===== src/rtl/ex_muldiv.sv =====
// Iterative RV32M multiply/divide unit for the EX stage: radix-2 shift-add multiply and restoring divide.
// Define MULDIV_FAST_MUL_EN to use a single-cycle combinational multiplier instead of the iterative multiply.
module ex_muldiv #(
    parameter int XLEN  = 32,
    parameter int CNT_W = 6
) (
    input  logic            clk,
    input  logic            rst,
    input  logic            start,
    input  logic [2:0]      funct3,
    input  logic [XLEN-1:0] rs1_data,
    input  logic [XLEN-1:0] rs2_data,
    input  logic [4:0]      rd_addr,
    input  logic            flush,
    output logic            stall,
    output logic            done,
    output logic [XLEN-1:0] result,
    output logic [4:0]      rd_addr_out
);

    typedef enum logic [1:0] {
        IDLE = 2'd0,
        CALC = 2'd1,
        DONE = 2'd2
    } state_t;

    state_t state, state_nxt;

    logic [CNT_W-1:0] cnt;
    logic [2:0]       op;
    logic [4:0]       rd_q;
    logic [XLEN-1:0]  opnd;
    logic [XLEN-1:0]  acc_hi;
    logic [XLEN-1:0]  acc_lo;
    logic             neg_main;
    logic             neg_rem;

    logic             is_div_in;
    logic             rs1_signed;
    logic             rs2_signed;
    logic             s1;
    logic             s2;
    logic [XLEN-1:0]  abs1;
    logic [XLEN-1:0]  abs2;
    logic             div_zero;
    logic             div_ovf;
    logic             direct;
    logic [XLEN-1:0]  special_res;
    logic [XLEN-1:0]  direct_res;
    logic             accept;
    logic             last;

    // Operand decode for the op currently presented by ID/EX
    always_comb begin
        is_div_in   = funct3[2];
        rs1_signed  = funct3 inside {3'b000, 3'b001, 3'b010, 3'b100, 3'b110};
        rs2_signed  = funct3 inside {3'b000, 3'b001, 3'b100, 3'b110};
        s1          = rs1_signed & rs1_data[XLEN-1];
        s2          = rs2_signed & rs2_data[XLEN-1];
        abs1        = s1 ? -rs1_data : rs1_data;
        abs2        = s2 ? -rs2_data : rs2_data;
        div_zero    = is_div_in && (rs2_data == '0);
        div_ovf     = is_div_in && !funct3[0] &&
                      (rs1_data == {1'b1, {(XLEN-1){1'b0}}}) && (rs2_data == '1);
        special_res = '0;
        if (div_zero) begin
            special_res = funct3[1] ? rs1_data : '1;
        end else begin
            special_res = funct3[1] ? '0 : {1'b1, {(XLEN-1){1'b0}}};
        end
    end

`ifdef MULDIV_FAST_MUL_EN
    logic [2*XLEN-1:0] ext1;
    logic [2*XLEN-1:0] ext2;
    logic [2*XLEN-1:0] fast_prod;

    // Sign/zero extension to 2*XLEN makes a plain truncated product correct for every signedness
    always_comb begin
        ext1       = rs1_signed ? {{XLEN{rs1_data[XLEN-1]}}, rs1_data} : {{XLEN{1'b0}}, rs1_data};
        ext2       = rs2_signed ? {{XLEN{rs2_data[XLEN-1]}}, rs2_data} : {{XLEN{1'b0}}, rs2_data};
        fast_prod  = ext1 * ext2;
        direct     = div_zero || div_ovf || !is_div_in;
        direct_res = special_res;
        if (!is_div_in) begin
            direct_res = (funct3[1:0] == 2'b00) ? fast_prod[XLEN-1:0] : fast_prod[2*XLEN-1:XLEN];
        end
    end
`else
    always_comb begin
        direct     = div_zero || div_ovf;
        direct_res = special_res;
    end
`endif

    logic [XLEN:0]     mul_sum;
    logic [XLEN:0]     div_shift;
    logic              div_ge;
    logic [XLEN-1:0]   hi_n;
    logic [XLEN-1:0]   lo_n;
    logic [2*XLEN-1:0] prod_fix;
    logic [XLEN-1:0]   q_fix;
    logic [XLEN-1:0]   r_fix;
    logic [XLEN-1:0]   calc_res;

    // One radix-2 step; acc_lo holds the multiplier (multiply) or the shifting quotient (divide)
    always_comb begin
        mul_sum   = {1'b0, acc_hi} + (acc_lo[0] ? {1'b0, opnd} : '0);
        div_shift = {acc_hi, acc_lo[XLEN-1]};
        div_ge    = div_shift >= {1'b0, opnd};
        if (op[2]) begin
            hi_n = div_ge ? (div_shift[XLEN-1:0] - opnd) : div_shift[XLEN-1:0];
            lo_n = {acc_lo[XLEN-2:0], div_ge};
        end else begin
            hi_n = mul_sum[XLEN:1];
            lo_n = {mul_sum[0], acc_lo[XLEN-1:1]};
        end
        prod_fix = neg_main ? -{hi_n, lo_n} : {hi_n, lo_n};
        q_fix    = neg_main ? -lo_n : lo_n;
        r_fix    = neg_rem ? -hi_n : hi_n;
        if (op[2]) begin
            calc_res = op[1] ? r_fix : q_fix;
        end else begin
            calc_res = (op[1:0] == 2'b00) ? prod_fix[XLEN-1:0] : prod_fix[2*XLEN-1:XLEN];
        end
        last = (cnt == CNT_W'(XLEN-1));
    end

    always_comb begin
        state_nxt = state;
        stall     = 1'b0;
        done      = 1'b0;
        accept    = 1'b0;
        case (state)
            IDLE: begin
                if (start && !flush) begin
                    accept    = 1'b1;
                    stall     = 1'b1;
                    state_nxt = direct ? DONE : CALC;
                end
            end
            CALC: begin
                if (flush) begin
                    state_nxt = IDLE;
                end else begin
                    stall = 1'b1;
                    if (last) begin
                        state_nxt = DONE;
                    end
                end
            end
            DONE: begin
                done      = 1'b1;
                state_nxt = IDLE;
            end
            default: state_nxt = IDLE;
        endcase
    end

    always_ff @(posedge clk or posedge rst) begin
        if (rst) begin
            state <= IDLE;
        end else begin
            state <= state_nxt;
        end
    end

    // Result and rd_addr_out only change on entry to DONE, so they hold across flushed ops
    always_ff @(posedge clk or posedge rst) begin
        if (rst) begin
            cnt         <= '0;
            op          <= '0;
            rd_q        <= '0;
            opnd        <= '0;
            acc_hi      <= '0;
            acc_lo      <= '0;
            neg_main    <= 1'b0;
            neg_rem     <= 1'b0;
            result      <= '0;
            rd_addr_out <= '0;
        end else if (accept) begin
            op       <= funct3;
            rd_q     <= rd_addr;
            cnt      <= '0;
            neg_main <= s1 ^ s2;
            neg_rem  <= s1;
            acc_hi   <= '0;
            if (is_div_in) begin
                opnd   <= abs2;
                acc_lo <= abs1;
            end else begin
                opnd   <= abs1;
                acc_lo <= abs2;
            end
            if (direct) begin
                result      <= direct_res;
                rd_addr_out <= rd_addr;
            end
        end else if (state == CALC && !flush) begin
            cnt    <= cnt + CNT_W'(1);
            acc_hi <= hi_n;
            acc_lo <= lo_n;
            if (last) begin
                result      <= calc_res;
                rd_addr_out <= rd_q;
            end
        end
    end

endmodule


===== config.mk =====
export PLATFORM = sky130hd
export DESIGN_NAME = ex_muldiv
export DESIGN_NICKNAME = d
export VERILOG_FILES = /design/src/rtl/ex_muldiv.sv
export SDC_FILE = /design/constraint.sdc
export NUM_CORES = 1
export LEC_CHECK = 0
export CORE_ASPECT_RATIO = 0.9
export CORE_MARGIN = 3
export CORE_UTILIZATION = 51
export CTS_BUF_LIST = sky130_fd_sc_hd__clkbuf_8
export CTS_CLUSTER_SIZE = 40
export DETAILED_ROUTE_END_ITERATION = 12
export GPL_TIMING_DRIVEN = 0
export MAX_ROUTING_LAYER = met4
export PLACE_DENSITY = 0.75
export SKIP_CTS_REPAIR_TIMING = 1
export SLEW_MARGIN = 0
export SYNTH_ARGS = -nofsm -noshare
export SYNTH_HDL_FRONTEND = slang
export SYNTH_SLANG_ARGS = --single-unit

===== constraint.sdc =====
create_clock -name clk -period 11.4 [get_ports clk]
set_input_delay 2.28 -clock clk [delete_from_list [all_inputs] [get_ports clk]]
set_output_delay 2.28 -clock clk [all_outputs]
set_load 0.02 [all_outputs]

==> results of run 1 <==
[stage by stage]
step | cell area [sq um] | setup WS (ns) | total power, mW | cells
global placement | 18000 | 2.50 | 4.11 | 2746
CTS | 18500 | 4.14 | 4.62 | 2780
finish | 18500 | 4.02 | 4.81 | 2785
floorplan | 16300 | 5.06 | 3.09 | 2224
detailed placement | 18000 | 4.00 | 4.15 | 2748
global route | 18500 | 3.97 | 5.03 | 2783
[kinds of logic after synthesis]
group | after synthesis
muxes | 54
buffers and inverters | 198
AOI/OAI and AO/OA | 740
xor gates and xnor gates | 187
DFF | 151
and+or+nand+nor | 822
adders and majority gates | 72
[how the worst max path moves through the flow]
stage,endpoint,slack (ns),start,cells past startpoint
after floorplan,acc_hi[0]$_DFFE_PP0N_,5.06,rst,1
after detailed placement,result[3]$_DFFE_PP0P_,4.00,rs2_data[19],14
after global placement,stall,2.50,start,6
final,stall,4.02,flush,8
after global routing,stall,3.97,flush,8
after CTS,stall,4.14,flush,8
[routing by layer]
layer | GRT usage | vias to the layer above | part of all wire
li1 | - | 8419 | -
met1 | 0.605 | 9019 | 0.40
met2 | 0.615 | 1466 | 0.39
met3 | 0.157 | 268 | 0.15
met4 | 0.216 | 0 | 0.057
met5 | - | - | 0
[power breakdown]
part | leakage [nW] | switching, mW | internal, mW
Sequential | 1.97 | 0.196 | 0.654
Combinational | 5.08 | 2.34 | 1.16
Clock | 0.204 | 0.276 | 0.187
Total | 7.25 | 2.81 | 2.00
[sequential cells by signal, summed over array words and instances, names as in the netlist]
| name | flops |
|---|---|
| rd_addr_out | 5 |
| result | 32 |
| state | 2 |
| cnt | 6 |
| opnd | 32 |
| rd_q | 5 |
| op | 3 |
| acc_lo | 32 |
| neg_rem | 1 |
| neg_main | 1 |
| acc_hi | 32 |
[final cells by class]
class,count,area share
well taps,409,0.0277
clock inverters,15,0.00989
plain buffers,128,0.0283
diodes,5,0.000678
multi-input cells,1875,0.638
repair buffers,115,0.0633
inverters,70,0.0145
clock buffers,17,0.0127
flip-flops and latches,151,0.205
[synthesized netlist by cell type (23+ instances only)]
cell type / count
a211oi_1: 28
clkbuf_1: 94
o211ai_1: 54
and2_1: 51
ha_1: 70
xor2_1: 81
nor2_1: 197
nor3_1: 68
nand2b_1: 27
o21ai_0: 224
mux2i_1: 44
nand4_1: 39
nand2_1: 282
o31ai_1: 28
dfrtp_1: 151
nand3_1: 39
inv_1: 69
a21oi_1: 188
xnor2_1: 106
a31oi_1: 23
[worst max-delay path: stages]
cell and delay (ns):
clkdlybuf4s50_1 0.51, nor2_1 0.08, and2_1 0.15, clkbuf_1 0.23, nor2_1 0.39, clkbuf_1 0.51, inv_1 0.33, clkdlybuf4s50_1 0.62
==> flow_metrics.env, run 1 <==
export IMPL_clock_skew_ns=0.0249
export IMPL_synth_compound_area_share=0.289
export IMPL_start_util=0.523
export IMPL_synthFlopType="dfrtp_1"
export IMPL_cp_max_fo=10
export IMPL_placementRows=61
export IMPL_htree_num_levels=4
export IMPL_tightest_slew_ns=1.48
export IMPL_drive_above_1_share=0.0498
export IMPL_reg2reg_slack_ns=4.52
export IMPL_drt_iter0_markers=2752
export IMPL_yosysTopAreaCellShare=0.231
export IMPL_min_delay_start="rd_q[3]$_DFFE_PP0P_"
export IMPL_multi_input_area_sq_um=11800
export IMPL_holdWs_ns=0.485
export IMPL_tns_ns=0
export IMPL_vias=19200
export IMPL_max_cap_violations=1
export IMPL_vias_per_cell=6.88
export IMPL_grt_max_degree=86
export IMPL_finalHoldViolations=0
export IMPL_synth_seq_cells=151
export IMPL_grt_util_all_layers=0.455
export IMPL_critical_path_class="in2out"
export IMPL_synth_edf_count=0
export IMPL_chipHeight_microns=176
export IMPL_synthCells=2224
export IMPL_io_buffers=113
export IMPL_grt_pass1_wl_microns=114000
export IMPL_firstDrtPassIters=8
export IMPL_relSlewSlack=0.00755
export IMPL_synth_top_area_cell="dfrtp_1"
export IMPL_hold_path_class="reg2reg"
export IMPL_io_pin_count=115
export IMPL_ys_types=95
export IMPL_rsz0062_at_grt="no"
export IMPL_detailed_place_hpwl_microns=63200
export IMPL_fillers=3000
export IMPL_cts_sinks=151
export IMPL_overflow=0
export IMPL_cts_tree="done"
export IMPL_drc=0
export IMPL_post_drt_wl_per_cell_microns=28.0
export IMPL_numCtsBuffers=17
export IMPL_endpoint_kind="output pin"
export IMPL_ys_warn_count=0
export IMPL_period_needed_ns=7.38
export IMPL_syn_to_final_growth_pct=13.0
export IMPL_synth_adder_area_share=0.0560
export IMPL_r2r_cells=14
export IMPL_outcome="complete, but fails checks"
export IMPL_regToRegStartpoint="op[2]$_DFFE_PP0P_"
export IMPL_clk_pin_slew_ns=0.10
export IMPL_nets=2506
export IMPL_cts_root_buf="clkbuf_8"
export IMPL_hold_path_depth=2
export IMPL_synth_nets=2372
export IMPL_layout_commonest_cell="nand2_1"
export IMPL_final_seq_area_sq_um=3780
export IMPL_antenna_found_initial=3
export IMPL_final_antenna_net_count=0
export IMPL_die_w_microns=195
export IMPL_vdd_drop_max_mv=0.129
export IMPL_totalWireLength_microns=78000
export IMPL_hold_path_endpoint="rd_q[3]$_DFFE_PP0P_"
export IMPL_worstPathRequired_ns=9.12
export IMPL_synth_xor_area_frac=0.100
export IMPL_finalSetupViolCount=0
export IMPL_syn_area_sq_um=16300
export IMPL_synth_mux_area_frac=0.0338
export IMPL_ys_seq_area_frac=0.231
export IMPL_powerDensity_nw_per_um2=260
export IMPL_synth_top_family_by_area="compound AO/OA/AOI/OAI gates"
export IMPL_core_sq_um=31200
export IMPL_synth_simple_area_share=0.241
export IMPL_worstPathArrival_ns=5.10
export IMPL_final_max_slew_violation_count=0
export IMPL_synthTopCellsByArea="dfrtp_1 23%, o21ai_0 6.9%, nand2_1 6.5%"
export IMPL_fp_dieArea_sq_um=34200
export IMPL_cts_buffer_depth=2
export IMPL_insertion_delay_ns=0.50
export IMPL_layout_common_cells="282 x nand2_1, 224 x o21ai_0, 197 x nor2_1"
export IMPL_rr_endpoint="result[0]$_DFFE_PP0P_"
export IMPL_synth_async_reset_ratio=1.00
export IMPL_final_core_util=0.592
export IMPL_p_leak_nw=7.25
export IMPL_syn_avg_cell_area_sq_um=7.35
export IMPL_start_kind="input port"
export IMPL_fmax_mhz=135
export IMPL_grt_pass1_vias=17800
export IMPL_layout_worst_path_cycle_share=0.647
export IMPL_violations="capacitance limit"
export IMPL_gp_congestion=1.07
No activity file was read; power rests on OpenSTA's default activity.
==> inputs of run 2 (changes only) <==
==> constraint.sdc (replaced) <==
create_clock -name clk -period 6.9 [get_ports clk]
set_input_delay 1.38 -clock clk [delete_from_list [all_inputs] [get_ports clk]]
set_output_delay 1.38 -clock clk [all_outputs]
set_load 0.02 [all_outputs]
==> results of run 2 <==
The final DEF is identical to that of run 1. Status: complete, but fails checks: capacitance limit.
Among the figures that moved: setup slack after placement 4.00 ns -> 0.403 ns; setup slack after layout 4.02 ns -> 0.0239 ns; start point of the critical path flush -> op[2]$_DFFE_PP0P_; end point of the critical path stall -> result[0]$_DFFE_PP0P_; register-to-register setup slack 4.52 ns -> 0.02 ns; total power 4.81 mW -> 7.94 mW; worst IR drop on VDD 0.129 mV -> 0.213 mV
